--- config.mk ---
export PLATFORM = sky130hd
export DESIGN_NAME = polylut_argmax
export DESIGN_NICKNAME = d
export VERILOG_FILES = /design/src/rtl/polylut_argmax.sv
export SDC_FILE = /design/constraint.sdc
export NUM_CORES = 1
export LEC_CHECK = 0
export BUFFER_PORTS_ARGS = -buffer_cell sky130_fd_sc_hd__buf_2
export CAP_MARGIN = 20
export CORE_ASPECT_RATIO = 1.75
export CORE_UTILIZATION = 63
export CTS_CLUSTER_DIAMETER = 60
export DETAILED_ROUTE_END_ITERATION = 8
export PLACE_DENSITY = 0.91
export SLEW_MARGIN = 10
export SYNTH_ARGS = -nofsm -noshare
export SYNTH_HDL_FRONTEND = slang
export SYNTH_SLANG_ARGS = --single-unit
--- constraint.sdc ---
create_clock -name clk -period 4.2 [get_ports clk]
set_clock_uncertainty 0.2 [all_clocks]
set_input_delay 0.21 -clock clk [delete_from_list [all_inputs] [get_ports clk]]
set_output_delay 0.21 -clock clk [all_outputs]
set_load 0.01 [all_outputs]
--- src/rtl/polylut_argmax.sv ---
// polylut_argmax: result stage behind polylut.
// Delays in_valid to line up with M2, buffers M2 words in a small FIFO and
// scans the packed signed class scores one per cycle to find the argmax.
// Optional feature macro: POLYLUT_ARGMAX_MARGIN_EN adds out_margin, the gap
// between the winning score and the runner-up score.
module polylut_argmax #(
    parameter int NUM_CLASSES = 5,
    parameter int SCORE_W     = 4,
    parameter int LATENCY     = 2,
    parameter int FIFO_DEPTH  = 2
) (
    input  logic                               clk,
    input  logic                               rst,
    input  logic                               in_valid,
    input  logic [NUM_CLASSES*SCORE_W-1:0]     M2,
    output logic                               out_valid,
    input  logic                               out_ready,
    output logic [$clog2(NUM_CLASSES)-1:0]     out_class,
    output logic                               overflow,
    output logic                               busy
`ifdef POLYLUT_ARGMAX_MARGIN_EN
    ,
    output logic [SCORE_W:0]                   out_margin
`endif
);

    localparam int DATA_W = NUM_CLASSES * SCORE_W;
    localparam int IDX_W  = $clog2(NUM_CLASSES);
    localparam int PTR_W  = $clog2(FIFO_DEPTH);

    typedef enum logic [1:0] {IDLE, SCAN, DONE} state_t;

    state_t                    state;
    logic [LATENCY-1:0]        vld_pipe;
    logic                      vld_d;

    logic [DATA_W-1:0]         mem [FIFO_DEPTH];
    logic [PTR_W:0]            wr_ptr;
    logic [PTR_W:0]            rd_ptr;
    logic                      fifo_empty;
    logic                      fifo_full;
    logic                      fifo_push;
    logic                      fifo_pop;
    logic                      fifo_drop;
    logic [DATA_W-1:0]         head;

    logic [DATA_W-1:0]         score_r;
    logic [IDX_W-1:0]          idx;
    logic [IDX_W-1:0]          best_idx;
    logic signed [SCORE_W-1:0] best;
    logic signed [SCORE_W-1:0] cur_score;
    logic                      cand_gt;
    logic                      last_idx;
    logic signed [SCORE_W-1:0] next_best;
    logic [IDX_W-1:0]          next_idx;

`ifdef POLYLUT_ARGMAX_MARGIN_EN
    localparam logic signed [SCORE_W-1:0] SCORE_MIN = {1'b1, {(SCORE_W-1){1'b0}}};
    logic signed [SCORE_W-1:0] second;
    logic signed [SCORE_W-1:0] next_second;
    logic [SCORE_W:0]          margin_calc;
`endif

    // Shift in_valid through LATENCY flops so vld_d lines up with a valid M2
    always_ff @(posedge clk or negedge rst) begin
        if (!rst) begin
            vld_pipe <= '0;
        end else begin
            vld_pipe[0] <= in_valid;
            for (int i = 1; i < LATENCY; i++) begin
                vld_pipe[i] <= vld_pipe[i-1];
            end
        end
    end

    assign vld_d = vld_pipe[LATENCY-1];

    // FIFO status; the extra pointer bit tells full from empty
    assign fifo_empty = (wr_ptr == rd_ptr);
    assign fifo_full  = (wr_ptr[PTR_W] != rd_ptr[PTR_W]) &&
                        (wr_ptr[PTR_W-1:0] == rd_ptr[PTR_W-1:0]);
    assign head       = mem[rd_ptr[PTR_W-1:0]];

    // The scanner takes a word when idle, or when its result is handed off
    assign fifo_pop  = !fifo_empty &&
                       ((state == IDLE) || ((state == DONE) && out_ready));
    // A pop in the same cycle frees a slot, so a full FIFO can still accept
    assign fifo_push = vld_d && (!fifo_full || fifo_pop);
    assign fifo_drop = vld_d && fifo_full && !fifo_pop;

    // FIFO storage needs no reset; the pointers define what is valid
    always_ff @(posedge clk) begin
        if (fifo_push) begin
            mem[wr_ptr[PTR_W-1:0]] <= M2;
        end
    end

    // FIFO pointers and the sticky drop flag
    always_ff @(posedge clk or negedge rst) begin
        if (!rst) begin
            wr_ptr   <= '0;
            rd_ptr   <= '0;
            overflow <= 1'b0;
        end else begin
            if (fifo_push) wr_ptr <= wr_ptr + (PTR_W+1)'(1);
            if (fifo_pop)  rd_ptr <= rd_ptr + (PTR_W+1)'(1);
            if (fifo_drop) overflow <= 1'b1;
        end
    end

    // Compare the current class score against the running best
    always_comb begin
        cur_score = $signed(score_r[int'(idx)*SCORE_W +: SCORE_W]);
        cand_gt   = (cur_score > best);
        next_best = cand_gt ? cur_score : best;
        next_idx  = cand_gt ? idx : best_idx;
        last_idx  = (idx == IDX_W'(NUM_CLASSES-1));
`ifdef POLYLUT_ARGMAX_MARGIN_EN
        if (cand_gt) begin
            next_second = best;
        end else if (cur_score > second) begin
            next_second = cur_score;
        end else begin
            next_second = second;
        end
        margin_calc = {next_best[SCORE_W-1], next_best} -
                      {next_second[SCORE_W-1], next_second};
`endif
    end

    // Scan FSM: load a word, walk the classes, then hold the result until taken
    always_ff @(posedge clk or negedge rst) begin
        if (!rst) begin
            state     <= IDLE;
            score_r   <= '0;
            idx       <= '0;
            best      <= '0;
            best_idx  <= '0;
            out_valid <= 1'b0;
            out_class <= '0;
`ifdef POLYLUT_ARGMAX_MARGIN_EN
            second     <= '0;
            out_margin <= '0;
`endif
        end else begin
            case (state)
                IDLE: begin
                end
                SCAN: begin
                    best     <= next_best;
                    best_idx <= next_idx;
`ifdef POLYLUT_ARGMAX_MARGIN_EN
                    second   <= next_second;
`endif
                    if (last_idx) begin
                        state     <= DONE;
                        out_valid <= 1'b1;
                        out_class <= next_idx;
`ifdef POLYLUT_ARGMAX_MARGIN_EN
                        out_margin <= margin_calc;
`endif
                    end else begin
                        idx <= idx + IDX_W'(1);
                    end
                end
                DONE: begin
                    if (out_ready) begin
                        out_valid <= 1'b0;
                        state     <= IDLE;
                    end
                end
                default: begin
                    state <= IDLE;
                end
            endcase

            if (fifo_pop) begin
                score_r  <= head;
                best     <= $signed(head[SCORE_W-1:0]);
                best_idx <= '0;
                idx      <= IDX_W'(1);
                state    <= SCAN;
`ifdef POLYLUT_ARGMAX_MARGIN_EN
                second   <= SCORE_MIN;
`endif
            end
        end
    end

    assign busy = !fifo_empty || (state != IDLE);

endmodule

* After elaboration in Yosys (flattened, before gate mapping)
Memories as Yosys holds them, arrays and structs flattened.
Index checks and enable logic that the tools add are counted.
Widths: inputs -> output; s select.
** Word-level totals
- Bits in registers :: 43
- Latch bits :: 0
- RAM bits :: 40
- Bits in read-only memories :: 0
- Bits of input ports :: 24
- Output and inout bits :: 6
- Logic and storage cells :: 69
- Memories :: 1
** Cells by class
- Add/sub/neg operators :: 3
- Multiply operators :: 0
- Divide/modulo/power cells :: 0
- Magnitude comparators :: 1
- Equality and inequality tests :: 12
- Shift operators :: 1
- Multiplexer cells :: 18
- Bitwise logic cells :: 0
- Reduce and logical (&&, ||, !) cells :: 22
** Memory list
- mem :: depth 2, width 20, read ports 1, clocked after memory_dff 0, wr ports 1, RTL line 37 : logic [DATA_W-1:0] mem [FIFO_DEPTH];
** Operators by type and width (count)
- $shiftx 20x6->4 :: 1
- $mux 3 :: 6
- $mux 4 :: 3
- $ne 2x2->1 const B :: 4
- $reduce_bool 2->1 :: 4
- $logic_and 1x1->1 :: 6
- $mux 2 :: 3
- $ne 3x3->1 const B :: 2
- $pmux 2 s3 :: 1
- $reduce_and 2->1 :: 3
- $reduce_and 3->1 :: 2
- $add 2x1->2 const B :: 2
- $gt 4x4->1 :: 1
- $mux 1 :: 4
- $add 3x1->3 const B :: 1
- $eq 3x3->1 const B :: 1
- $logic_not 1->1 :: 3
- $logic_or 1x1->1 :: 3
- $eq 2x1->1 const B :: 1
- $eq 2x2->1 :: 1
- $eq 2x2->1 const B :: 1
- $logic_not 2->1 :: 1
- $pmux 1 s2 :: 1
- $eq 1x1->1 :: 1
- $ne 1x1->1 :: 1

* Depth between registers and ports, before layout
- Depth after elaboration :: 8
- Gate-level depth with buffers :: 10
- Depth with buffers taken out :: 9

* Worst setup path before layout
OpenSTA, ideal clock, no wires.
- Path kind :: flip-flop to flip-flop
- Start point :: register idx[0]
- End point :: register best_idx[0]
- Setup time :: 0.079 ns
- Arrival time :: 2.464 ns
- Required time :: 3.921 ns
- Setup slack :: 1.457 ns
- Cell stages (with the launch flop) :: 10
- Buffers on the path :: 1
- Clock period less this slack :: 2.743 ns
- Cell sequence :: dfrtp_1 > buf_2 > mux2_1 > a221oi_1 > inv_1 > ha_1 > a211o_1 > o31a_1 > nand3_2 > mux2i_1
** Between the ends
- Cells in the longest elaborated chain, start to end :: 5
** Ends and longest elaborated chain
- start, declared :: RTL line 48 : logic [IDX_W-1:0] idx;
- start signal, assigned :: RTL line 163 : idx <= idx + IDX_W'(1);
- $shiftx 20x6->4 :: RTL line 113 : cur_score = $signed(score_r[int'(idx)*SCORE_W +: SCORE_W]);
- $gt 4x4->1 :: RTL line 114 : cand_gt = (cur_score > best);
- $mux 3 (*) :: RTL line 116 : next_idx = cand_gt ? idx : best_idx;
- $mux 3 (*) :: RTL line 146 : case (state)
- $mux 3 (*) :: RTL line 177 : if (fifo_pop) begin
- end signal, assigned :: RTL line 151 : best_idx <= next_idx;
- end, declared :: RTL line 49 : logic [IDX_W-1:0] best_idx;
Every way passes the cells marked *; elsewhere a longest branch is shown, timed or not. The select of a mux whose other input is x is not followed.
A chain may end at the register's enable or synchronous reset.

* Final worst setup path
- Start point :: register idx[0]
- End point :: register out_class[1]
** Between the ends
- Cells in the longest elaborated chain, start to end :: 3
- Elaborated cells on any way between the ends :: 5
- Those cells by class :: order compare (1); eq/ne (1); shift (1); mux (1); reduce/logical (1)
** Ends and longest elaborated chain
- $shiftx 20x6->4 :: RTL line 113
- $gt 4x4->1 :: RTL line 114
- $mux 3 :: RTL line 116
- end signal, assigned :: RTL line 158 : out_class <= next_idx;
- end, declared :: RTL line 18 : output logic [$clog2(NUM_CLASSES)-1:0] out_class,
Parallel ways exist; a longest one is shown, timed or not.

==> qor.txt <==
Status -> finished clean
Util after Layout -> 78.0%
Critical-path cell list -> mux2_1 > a221oi_1 > inv_1 > ha_1 > a211o_1 > o31ai_2 > o21ai_0 > a31oi_1
H-tree depth -> 3
Iteration-0 DRC Markers -> 122
Largest net degree at the start of global routing -> 47
Min-delay src -> vld_pipe[0]
Worst-path clk slew -> 80 ps
Final min period -> 3050 ps
Fin Setup TNS -> 0 ps
Yosys reg bits -> 83
Fin area -> 4170 um2
Gpl congestion -> 0.889
Nets -> 352
Initial antenna violation count -> 0
Root Driver -> clkbuf_8
CP startpoint kind -> flop
Max-cap viol count -> 0
Num CTS Buffers -> 9
DIE AREA -> 5980 um2
Wire length per cell -> 17.2 um
Number of distinct library cells after synthesis -> 41
# diodes -> 0
Seq/Total Area, Yosys -> 63.8%
Leading area contributor after synthesis -> edfxtp_1
Max Freq -> 328 MHz
Drt via density -> 5.80
Setup CP Type -> flop to flop
Worst EP arrival -> 3130 ps
Port bufs -> 29
Reg2Reg Setup Slack -> 1150 ps
Setup crit end -> out_class[1]
Number of fill cells -> 304
Layout cells sized above 1 -> 22.6%
DR pass1 iterations -> 4
Setup-failing EPs final -> 0
Max_slew headroom -> 35.9%
Gate count after technology mapping -> 267
Synth warn -> 0
VDD IR max -> 0.451 mV
Ys async rst share -> 51.8%
Mapped Nets -> 297
Placed Area -> 3740 um2
Worst r2r path cells -> 8
Cell Area, Synth -> 3570 um2
Overflow after GRT -> 0
Post-route worst setup slack -> 1150 ps
Final hold slack -> 175 ps
Routed via count -> 2326
Static Leak -> 0.00179 uW
GRT Util Overall -> 26.9%
Max stage delay on crit path -> 600 ps
Worst r2r src -> idx[0]
Unrepaired setup endpoints after global routing -> false
I/O pin count -> 30
ANT nets after route -> 0
Synth area leaders -> edfxtp_1 (34%), dfrtp_1 (30%), mux2i_1 (6.7%)
Initial Util -> 66.8%
DRC -> 0
Critical Path End Type -> flop
RR Endpoint -> out_class[1]
WP data required -> 4280 ps
Slew @ Worst Pin -> 961 ps
Clk_lat worst skew -> 360 ps
Post-synth EDFFs -> 40
CTS tree -> yes
Most frequent cell after synthesis -> dfrtp_1
Share of the synthesized area in the top cell type -> 33.6%
Die Ht -> 102 um
Pins over their slew limit -> 0
Num Clock Sinks -> 83
Power per Cell Area -> 832 nW/um2
Max FO, Critical Path -> 11
First-pass GRT wire length -> 11200 um
Hold crit path type -> flop to flop
Site Rows -> 35
Die X -> 58.9 um
DP Wirelength -> 4070 um
Most used DFF post-synth -> dfrtp_1
Number of global-route vias before repair -> 2416
Area Overhead vs Synth -> 16.7%
WL final -> 6900 um
Slowest cell on the critical path -> dfrtp_1
Core area -> 5340 um2
Worst slack at placement -> 1150 ps
Clk buf depth -> 2
Final hold vios -> 0
Commonest cells in the netlist -> dfrtp_1 (43), edfxtp_1 (40), nand2_1 (40), mux2i_1 (24), o21ai_2 (16)
Syn Area/Cell -> 13.4 um2
CP startpoint -> idx[0]
Final worst path period share -> 72.6%
==> worst min-delay path by stage <==
stage                        endpoint  depth (start not counted)
after floorplan               best[0]                          0
after global placement    vld_pipe[0]                          1
after detailed placement  vld_pipe[0]                          1
after CTS                 vld_pipe[1]                          0
after global routing      vld_pipe[1]                          0
final                     vld_pipe[1]                          0
==> stage by stage <==
step | total power (uW) | cells
finish | 3470 | 401
global placement | 2790 | 362
floorplan | 2570 | 267
global route | 3690 | 401
detailed placement | 2850 | 362
CTS | 3420 | 401
==> logic make-up after synthesis <==
family	count (synthesis)	share of synthesized area, %
mux	31	8.94
xor+xnor	8	2.38
flops	83	63.8
fa+ha+maj	6	2.10
simple gates	69	8.69
buf+inv	23	3.72
compound gates	47	10.4
==> critical path, delay by kind of cell (launching register included) <==
kind,cells,cell delay [ps]
muxes,1,370
adders and majority gates,1,330
DFF,1,600
buffers and inverters,1,100
AOI/OAI and AO/OA,5,1370
==> power breakdown <==
group	internal, uW	switching, uW
sequential	1190	201
combinational	611	900
clock	277	287
total	2080	1390
==> timing repair <==
| action | 4_1_cts | 5_1_grt |
|---|---|---|
| endpoints found under the hold margin | 86 | 0 |
| hold buffers | 23 | 0 |
| buffers inserted | 0 | 0 |
| resized for setup | 0 | 0 |
==> flip-flops by register name, indices dropped and copies added, names as in the netlist <==
register / cells
out_valid: 1
score_r: 20
overflow: 1
out_class: 3
state: 2
mem: 40
vld_pipe: 2
rd_ptr: 2
best: 4
best_idx: 3
idx: 3
wr_ptr: 2
==> cells in the final DEF, fill, tap and decap left out, types with 2 or more instances in the layout <==
cell	n
o311ai_1	4
xor2_1	2
buf_2	29
mux2_1	2
a221oi_1	2
inv_1	11
nand2b_1	4
ha_1	6
mux2_2	5
a31oi_1	4
a211o_1	2
nand2_1	40
inv_6	2
nand3_1	5
nor2b_1	2
and4_1	2
buf_4	3
mux2i_1	24
nor2_1	9
o21ai_2	16
a21oi_1	3
dfrtp_1	43
o211ai_1	5
nor3_1	3
xnor2_2	2
o21ai_0	4
clkbuf_8	9
xnor2_1	4
dlygate4sd3_1	23
edfxtp_1	40
clkinv_2	2
==> final cells by class <==
class / count / area, um2 / share of cell area, %
repair buffers: 55 / 398 / 9.55
multi-input cells: 161 / 1160 / 27.8
clock buffers: 10 / 128 / 3.06
well taps: 74 / 92.6 / 2.22
inverters: 12 / 45.0 / 1.08
clock inverters: 6 / 65.1 / 1.56
flip-flops and latches: 83 / 2280 / 54.7
==> layer usage <==
metal,up-vias,GRT usage [%],share of wire (%)
met5,-,0,0
met4,0,19.0,6.0
met3,33,7.66,4.1
met2,75,45.5,54
met1,1138,27.8,36
li1,1080,-,-
(Power assumes the default switching activity.)
